$ cat src/rtl/uart_rx_msg_assembler_if.sv
// Byte-stream input and assembled-message output bundle of the UART RX message assembler.
// The slave modport is the assembler, the master modport is whatever drives it.
interface uart_rx_msg_assembler_if #(
   parameter int N     = 8,
   parameter int M     = 128,
   parameter int CNT_W = 5
);
   logic             rx_valid;
   logic [N-1:0]     rx_data;
   logic             rx_ferr;
   logic             msg_ack;
   logic [M-1:0]     data;
   logic             msg_valid;
   logic [CNT_W-1:0] byte_cnt;
   logic [1:0]       state;
   logic             overrun;
   logic             frame_err;
   logic             timeout;

   modport slave (
      input  rx_valid, rx_data, rx_ferr, msg_ack,
      output data, msg_valid, byte_cnt, state, overrun, frame_err, timeout
   );

   modport master (
      output rx_valid, rx_data, rx_ferr, msg_ack,
      input  data, msg_valid, byte_cnt, state, overrun, frame_err, timeout
   );
endinterface

$ cat src/rtl/uart_rx_msg_assembler.sv
// Packs UART RX bytes MSB-first into an M-bit message held behind a valid/ack buffer,
// resynchronising message boundaries on framing errors and inter-byte timeouts.
module uart_rx_msg_assembler #(
   parameter int N       = 8,
   parameter int M       = 128,
   parameter int CNT_W   = 5,
   parameter int TIMEOUT = 200000,
   parameter int TW      = 18
) (
   input  logic                  clk,
   input  logic                  reset,
   uart_rx_msg_assembler_if.slave bus
);
   localparam int BYTES = M / N;
   localparam int SH_W  = M - N;

   typedef enum logic [1:0] {
      IDLE    = 2'd0,
      COLLECT = 2'd1
   } state_e;

   state_e           state_q, state_d;
   logic [SH_W-1:0]  sh_q, sh_d;
   logic [CNT_W-1:0] byte_cnt_q, byte_cnt_d;
   logic [TW-1:0]    timer_q, timer_d;
   logic [M-1:0]     data_q, data_d;
   logic             msg_valid_q, msg_valid_d;
   logic             overrun_q, overrun_d;
   logic             frame_err_q, frame_err_d;
   logic             timeout_q, timeout_d;

   logic accept, ferr, last, buf_free;

   assign accept   = bus.rx_valid & ~bus.rx_ferr;
   assign ferr     = bus.rx_valid & bus.rx_ferr;
   assign last     = accept && (byte_cnt_q == CNT_W'(BYTES - 1));
   assign buf_free = ~msg_valid_q | bus.msg_ack;

   always_comb begin
      state_d     = state_q;
      sh_d        = sh_q;
      byte_cnt_d  = byte_cnt_q;
      timer_d     = timer_q;
      data_d      = data_q;
      msg_valid_d = msg_valid_q;
      overrun_d   = overrun_q;
      frame_err_d = 1'b0;
      timeout_d   = 1'b0;

      // A load on this same edge below overrides the clear.
      if (msg_valid_q && bus.msg_ack) msg_valid_d = 1'b0;

      if (state_q != IDLE && state_q != COLLECT) begin
         state_d    = IDLE;
         byte_cnt_d = '0;
         timer_d    = '0;
      end else if (ferr) begin
         frame_err_d = 1'b1;
         byte_cnt_d  = '0;
         timer_d     = '0;
         state_d     = IDLE;
      end else if (accept) begin
         sh_d    = SH_W'({sh_q, bus.rx_data});
         timer_d = '0;
         if (last) begin
            byte_cnt_d = '0;
            state_d    = IDLE;
            if (buf_free) begin
               data_d      = {sh_q, bus.rx_data};
               msg_valid_d = 1'b1;
            end else begin
               overrun_d = 1'b1;
            end
         end else begin
            byte_cnt_d = byte_cnt_q + CNT_W'(1);
            state_d    = COLLECT;
         end
      end else if (state_q == COLLECT) begin
         if (timer_q == TW'(TIMEOUT - 1)) begin
            byte_cnt_d = '0;
            timer_d    = '0;
            state_d    = IDLE;
            timeout_d  = 1'b1;
         end else begin
            timer_d = timer_q + TW'(1);
         end
      end else begin
         timer_d = '0;
      end
   end

   always_ff @(posedge clk or posedge reset) begin
      if (reset) begin
         state_q     <= IDLE;
         sh_q        <= '0;
         byte_cnt_q  <= '0;
         timer_q     <= '0;
         data_q      <= '0;
         msg_valid_q <= 1'b0;
         overrun_q   <= 1'b0;
         frame_err_q <= 1'b0;
         timeout_q   <= 1'b0;
      end else begin
         state_q     <= state_d;
         sh_q        <= sh_d;
         byte_cnt_q  <= byte_cnt_d;
         timer_q     <= timer_d;
         data_q      <= data_d;
         msg_valid_q <= msg_valid_d;
         overrun_q   <= overrun_d;
         frame_err_q <= frame_err_d;
         timeout_q   <= timeout_d;
      end
   end

   assign bus.data      = data_q;
   assign bus.msg_valid = msg_valid_q;
   assign bus.byte_cnt  = byte_cnt_q;
   assign bus.state     = state_q;
   assign bus.overrun   = overrun_q;
   assign bus.frame_err = frame_err_q;
   assign bus.timeout   = timeout_q;
endmodule

$ cat src/flat_wrapper.sv
// flat-port wrapper written by rule: the top's interface ports become plain ports
module uart_rx_msg_assembler_flat 
#(
   parameter int N       = 8,
   parameter int M       = 128,
   parameter int CNT_W   = 5,
   parameter int TIMEOUT = 200000,
   parameter int TW      = 18
)
  (clk, reset, bus_rx_valid, bus_rx_data, bus_rx_ferr, bus_msg_ack, bus_data, bus_msg_valid, bus_byte_cnt, bus_state, bus_overrun, bus_frame_err, bus_timeout);
  uart_rx_msg_assembler_if #(.N(N), .M(M), .CNT_W(CNT_W)) bus_i ();
  input  logic clk;
  input  logic reset;
  input wire logic [$bits(bus_i.rx_valid)-1:0] bus_rx_valid;
  input wire logic [$bits(bus_i.rx_data)-1:0] bus_rx_data;
  input wire logic [$bits(bus_i.rx_ferr)-1:0] bus_rx_ferr;
  input wire logic [$bits(bus_i.msg_ack)-1:0] bus_msg_ack;
  output wire logic [$bits(bus_i.data)-1:0] bus_data;
  output wire logic [$bits(bus_i.msg_valid)-1:0] bus_msg_valid;
  output wire logic [$bits(bus_i.byte_cnt)-1:0] bus_byte_cnt;
  output wire logic [$bits(bus_i.state)-1:0] bus_state;
  output wire logic [$bits(bus_i.overrun)-1:0] bus_overrun;
  output wire logic [$bits(bus_i.frame_err)-1:0] bus_frame_err;
  output wire logic [$bits(bus_i.timeout)-1:0] bus_timeout;
  assign bus_i.rx_valid = bus_rx_valid;
  assign bus_i.rx_data = bus_rx_data;
  assign bus_i.rx_ferr = bus_rx_ferr;
  assign bus_i.msg_ack = bus_msg_ack;
  assign bus_data = bus_i.data;
  assign bus_msg_valid = bus_i.msg_valid;
  assign bus_byte_cnt = bus_i.byte_cnt;
  assign bus_state = bus_i.state;
  assign bus_overrun = bus_i.overrun;
  assign bus_frame_err = bus_i.frame_err;
  assign bus_timeout = bus_i.timeout;
  uart_rx_msg_assembler #(.N(N), .M(M), .CNT_W(CNT_W), .TIMEOUT(TIMEOUT), .TW(TW)) u_core (.clk(clk), .reset(reset), .bus(bus_i));
endmodule
$ cat config.mk
export PLATFORM = sky130hd
export DESIGN_NAME = uart_rx_msg_assembler_flat
export DESIGN_NICKNAME = d
export VERILOG_FILES = /design/src/rtl/uart_rx_msg_assembler_if.sv /design/src/rtl/uart_rx_msg_assembler.sv /design/src/flat_wrapper.sv
export SDC_FILE = /design/constraint.sdc
export NUM_CORES = 1
export LEC_CHECK = 0
export ABC_CLOCK_PERIOD_IN_PS = 11000
export BUFFER_PORTS_ARGS = -buffer_cell sky130_fd_sc_hd__buf_2
export CORE_MARGIN = 2
export CORE_UTILIZATION = 38
export DETAILED_ROUTE_END_ITERATION = 8
export PLACE_DENSITY = 0.67
export SYNTH_ARGS = -nofsm -noshare
export SYNTH_HDL_FRONTEND = slang
export SYNTH_SLANG_ARGS = --single-unit
$ cat constraint.sdc
create_clock -name clk -period 11 [get_ports clk]
set_input_delay 2.2 -clock clk [delete_from_list [all_inputs] [get_ports clk]]
set_output_delay 2.2 -clock clk [all_outputs]
set_load 0.01 [all_outputs]
# Word level (Yosys, flattened, before mapping)
# Cells that the tools add are included.
# op_classes
n_addsub	2
mul	0
div	0
n_lt_le_gt_ge	0
eq_ne	4
n_shift	0
n_mux	30
n_bitwise	8
n_reduce_logical	10
# ops
operator	count
$mux W18	5
$mux W5	6
$add A18 B1 Y18 const B	1
$eq A18 B18 Y1 const B	1
$mux W1	14
$mux W2	5
$reduce_and A5 Y1	2
$reduce_bool A4 Y1	2
$add A5 B1 Y5 const B	1
$eq A5 B4 Y1 const B	1
$not A1 Y1	5
$logic_and A1 B1 Y1	3
$reduce_and A3 Y1	1
$and A1 B1 Y1	2
$eq A2 B1 Y1 const B	1
$ne A2 B1 Y1 const B	1
$reduce_and A2 Y1	1
$reduce_bool A2 Y1	1
$or A1 B1 Y1	1
# word_totals
ff_bits	277
latchBits	0
mem_bits_rw	0
rom_bits	0
inputBits	13
n_memories	0

# Longest topological paths before layout
# logic_depth
word_depth	7
mapped_depth	7

# Worst setup path before layout
# OpenSTA, ideal clock, no wires.
# synth_timing
path_kind	input port to flip-flop
from	in bus_rx_ferr
to	reg u_core.data_q[0] (netlist: u_core.bus.data[0])
setup_time_ns	0.125
arrival_time_ns	3.618
required_ns	10.875
slack_ns	7.257
stages	6
path_cell_list	nand2b_1 > or3_1 > a21oi_1 > buf_2 > buf_4 > mux2_2
# synth_between
elab_chain_cells	4
# synth_lines
element	line_no	text
from (decl)	flat_wrapper.sv:16	input wire logic [$bits(bus_i.rx_ferr)-1:0] bus_rx_ferr;
$not A1 Y1	uart_rx_msg_assembler.sv:34	assign accept = bus.rx_valid & ~bus.rx_ferr;
$and A1 B1 Y1	uart_rx_msg_assembler.sv:34	
$logic_and A1 B1 Y1	uart_rx_msg_assembler.sv:36	assign last = accept && (byte_cnt_q == CNT_W'(BYTES - 1));
$reduce_and A5 Y1 (no line) (*)	n/a	
to (signal assigned)	uart_rx_msg_assembler.sv:108	data_q <= data_d;
to (decl)	uart_rx_msg_assembler.sv:26	logic [M-1:0] data_q, data_d;
# Mark *: on every way between the ends. The rest lies on a longest branch, timed or not.
# A chain may end at the register's enable or synchronous reset.

# Worst setup path after layout
# layout_timing
from	in bus_rx_ferr
to	reg u_core.data_q[112] (netlist: u_core.bus.data[112])
# Same word-level chain as after synthesis.

==> summary.md <==
| Metric | Value |
|---|---|
| P&R area growth vs syn | `19.7%` |
| Flop pwr share | `51.2%` |
| Total gr overflow | `0` |
| Max transition margin | `31.6%` |
| FF+latch area | `6910 um^2` |
| Slew @ Worst Pin | `slightly above 1000 ps` |
| Port Buffer Count | `150` |
| Yosys cell types | `38` |
| Via density | `about 4.7` |
| Wire length per cell | `15.6 um` |
| Drc violations | `0` |
| Max Slew Vio Count | `0` |
| Clock share of power | `a little over two fifths` |
| FP Rows | `61` |
| #FFs+latches synth | `276` |
| P_sw | `553 uW` |
| Ant. Diodes | `0` |
| CTS Buf Count | `29` |
| Nets | `1074` |
| HP Class | `flip-flop to flip-flop` |
| Clk_lat worst skew | `approximately 540 ps` |
| PwrDens | `182 nW/um^2` |
| R2r setup slk | `7080 ps` |
| Kind of critical path | `input port to flip-flop` |
| Status | `complete, no violations` |
| Primary FF master, synth | `dfrtp_1` |
| Share of flip-flops with an asynchronous set or reset | `100%` |
| Clock root buffer | `clkbuf_16` |
| Post-cts hold buffer count | `0` |
| RSZ-0062 raised after global routing | `no` |
| Post-synthesis sequential area ratio | `65.3%` |
| Mapped Area | `roughly 11000 um^2` |
| Post-CTS Setup Repair Bufs | `0` |
| Resize count post-CTS | `0` |
| EDFF count, synth | `0` |
| Endpoint type of the worst setup path | `flip-flop` |
| Final Hold Viols | `0` |
| Die ar. | `29200 um^2` |
| Final GP Congestion | `0.779` |
| Sum of negative setup slack | `0 ps` |
| Required time of the critical path | `11420 ps` |
| Starting Density | `between 30% and 40%` |
| Fmax | `around 0.19 GHz` |
| CTS H-tree depth | `1` |
| Final setup viols | `0` |
| Number of global-route vias before repair | `6790` |
| Dpl ws | `5060 ps` |
| Clk_skew | `12.7 ps` |
| Die X | `171 um` |
| CP startpoint kind | `input port` |
| Crit path capture | `u_core.bus.data[112]` |
| Post-DP HPWL | `14200 um` |
| Post-route setup slack | `5700 ps` |
| Power, Total | `2300 uW` |
| Internal power | `between 1500 and 2000 uW` |
| Via Count | `6875` |
| Antenna violations before repair | `1` |
| Post-Synthesis Cells | `915` |
| CORE AREA | `27600 um^2` |
| Tmin final | `5300 ps` |
| Reg clk slew, reported paths | `60 ps` |
| Drt initial violations | `377` |
| Multi-input logic area | `3450 um^2` |
| Filler cells | `approximately 2.6k` |
| Combinational Power Share | `under 10%` |
| First-pass GRT wire length | `36600 um` |
| Syn Area/Cell | `11.6 um^2` |
| Syn_nets | `930` |
| CP max FO | `58` |
| CTS tree | `yes` |
| R2r startpoint | `u_core.bus.byte_cnt[0]` |
| RR Endpoint | `u_core.bus.data[112]` |
| Reg2Reg Depth | `7` |
| Routed WL | `22700 um` |
| Clock Tree Buf Depth | `3` |
| IO Count | `152` |
| Worst vdd ir | `100 uV` |
| Share of layout cells above drive strength 1 | `31.6%` |
| Arr. time, crit path | `between 5000 and 6000 ps` |
| Die Y | `171 um` |
| # clock sinks | `276` |
| Setup crit start | `bus_rx_ferr` |
| Net Sw Frac | `24.0%` |
| Yosys warns | `0` |
| Total Routing Usage GR | `15.6%` |
| Fin crit share | `around 48%` |
| Drt pass-1 iters | `5` |
| Antenna Nets Post-Route | `0` |
| Static Leak | `0.00700 uW` |
| MaxCap Viol Count | `0` |
| Largest net degree at the start of global routing | `around 120` |
| Hold_ws | `467 ps` |
## routing by layer
layer / share of wire [%] / track usage, % / vias to the layer above
met5: 0 / 0 / -
met4: 1.6 / 2.84 / 0
met3: 4.4 / 2.61 / 28
met2: 48 / 26.0 / 155
met1: 46 / 21.9 / 3450
li1: - / - / 3242
## per-stage QoR
stage / instance area, um^2 / std cells / util (%)
2_1_floorplan: 10600 / 915 / -
3_3_place_gp: 11700 / 1406 / 42.3
3_5_place_dp: 11700 / 1406 / 42.3
4_1_cts: 12700 / 1460 / 45.8
5_1_grt: 12700 / 1460 / 45.8
6_report: 12700 / 1460 / 45.8
## flip-flops by register name (all words and copies together), names as in the netlist
register              count
u_core.bus.byte_cnt       5
u_core.sh_q             120
u_core.timer_q           18
u_core.bus.timeout        1
u_core.bus.frame_err      1
u_core.bus.overrun        1
u_core.bus.state          1
u_core.bus.data         128
u_core.bus.msg_valid      1
## layout by cell type (no fill, tap or decap), types with 2 or more instances in the layout
master,netlist,routed
buf_4,13,7
nor4_1,5,5
or3_1,2,2
clkbuf_8,0,7
nor2_1,18,18
and2_1,2,2
nand4_1,6,6
xnor2_1,5,5
mux2_2,128,128
xor2_1,10,10
nor3_1,3,3
clkbuf_1,26,6
clkinv_2,0,6
dfrtp_1,276,276
nand3_1,8,8
o21ai_0,7,7
clkbuf_16,0,29
clkinv_4,0,2
bufinv_16,0,3
inv_1,10,9
nand2_1,368,368
buf_2,3,150
ha_1,2,2
## area by class of cell
type	count	share of cell area, %
Timing Repair Buffer	157	6.34
Sequential cell	276	54.5
Clock buffer	42	6.67
Multi-Input combinational cell	585	27.2
Inverter	10	0.356
Clock inverter	12	1.16
Tap cell	378	3.73
## Yosys cell counts (2+ instances only)
cell / number / area, um^2
nand2_1: 368 / 1380
dfrtp_1: 276 / 6910
mux2_2: 128 / 1440
clkbuf_1: 26 / 97.6
nor2_1: 18 / 67.6
buf_4: 13 / 97.6
inv_1: 10 / 37.5
xor2_1: 10 / 87.6
nand3_1: 8 / 40.0
o21ai_0: 7 / 35.0
nand4_1: 6 / 37.5
nor4_1: 5 / 31.3
xnor2_1: 5 / 43.8
buf_2: 3 / 15.0
nor3_1: 3 / 15.0
a21oi_1: 2 / 10.0
and2_1: 2 / 12.5
buf_1: 2 / 7.51
ha_1: 2 / 25.0
nor2b_1: 2 / 12.5
or3_1: 2 / 12.5
## worst max-delay path, stage by stage
cell and delay, ps:
buf_2 130, nand2b_4 340, or3_1 510, a21oi_4 700
buf_4 650, buf_4 710, mux2_2 410
## cell families (layout without fill, tap and decap cells)
group,after synthesis,count (layout),synth area share [%]
xor gates and xnor gates,15,15,1.24
AOI/OAI and AO/OA,15,15,1.03
DFF,276,276,65.3
adders and majority gates,2,2,0.236
muxes,129,129,13.7
other,1,1,0.0354
buffers and inverters,54,221,2.41
and+or+nand+nor,423,423,16.1
## worst min path at each step
stage | from | endpoint | slack (ps) | cells past startpoint
after CTS | u_core.sh_q[118] | u_core.sh_q[118] | 470 | 2
after global placement | u_core.bus.overrun | u_core.bus.overrun | 450 | 2
after floorplan | u_core.sh_q[112] | u_core.sh_q[112] | 440 | 2
after detailed placement | u_core.sh_q[118] | u_core.sh_q[118] | 460 | 2
final | u_core.bus.overrun | u_core.bus.overrun | 470 | 2
after global routing | u_core.bus.overrun | u_core.bus.overrun | 490 | 2
## power groups by stage
stage	sequential [uW]	clock [uW]	combinational, uW
2_1_floorplan	1170	0	96.9
3_3_place_gp	1200	0	123
3_5_place_dp	1200	0	128
4_1_cts	1180	1020	129
5_1_grt	1190	1070	149
6_report	1180	997	124
Note: power is estimated with default switching activity, not from simulation.
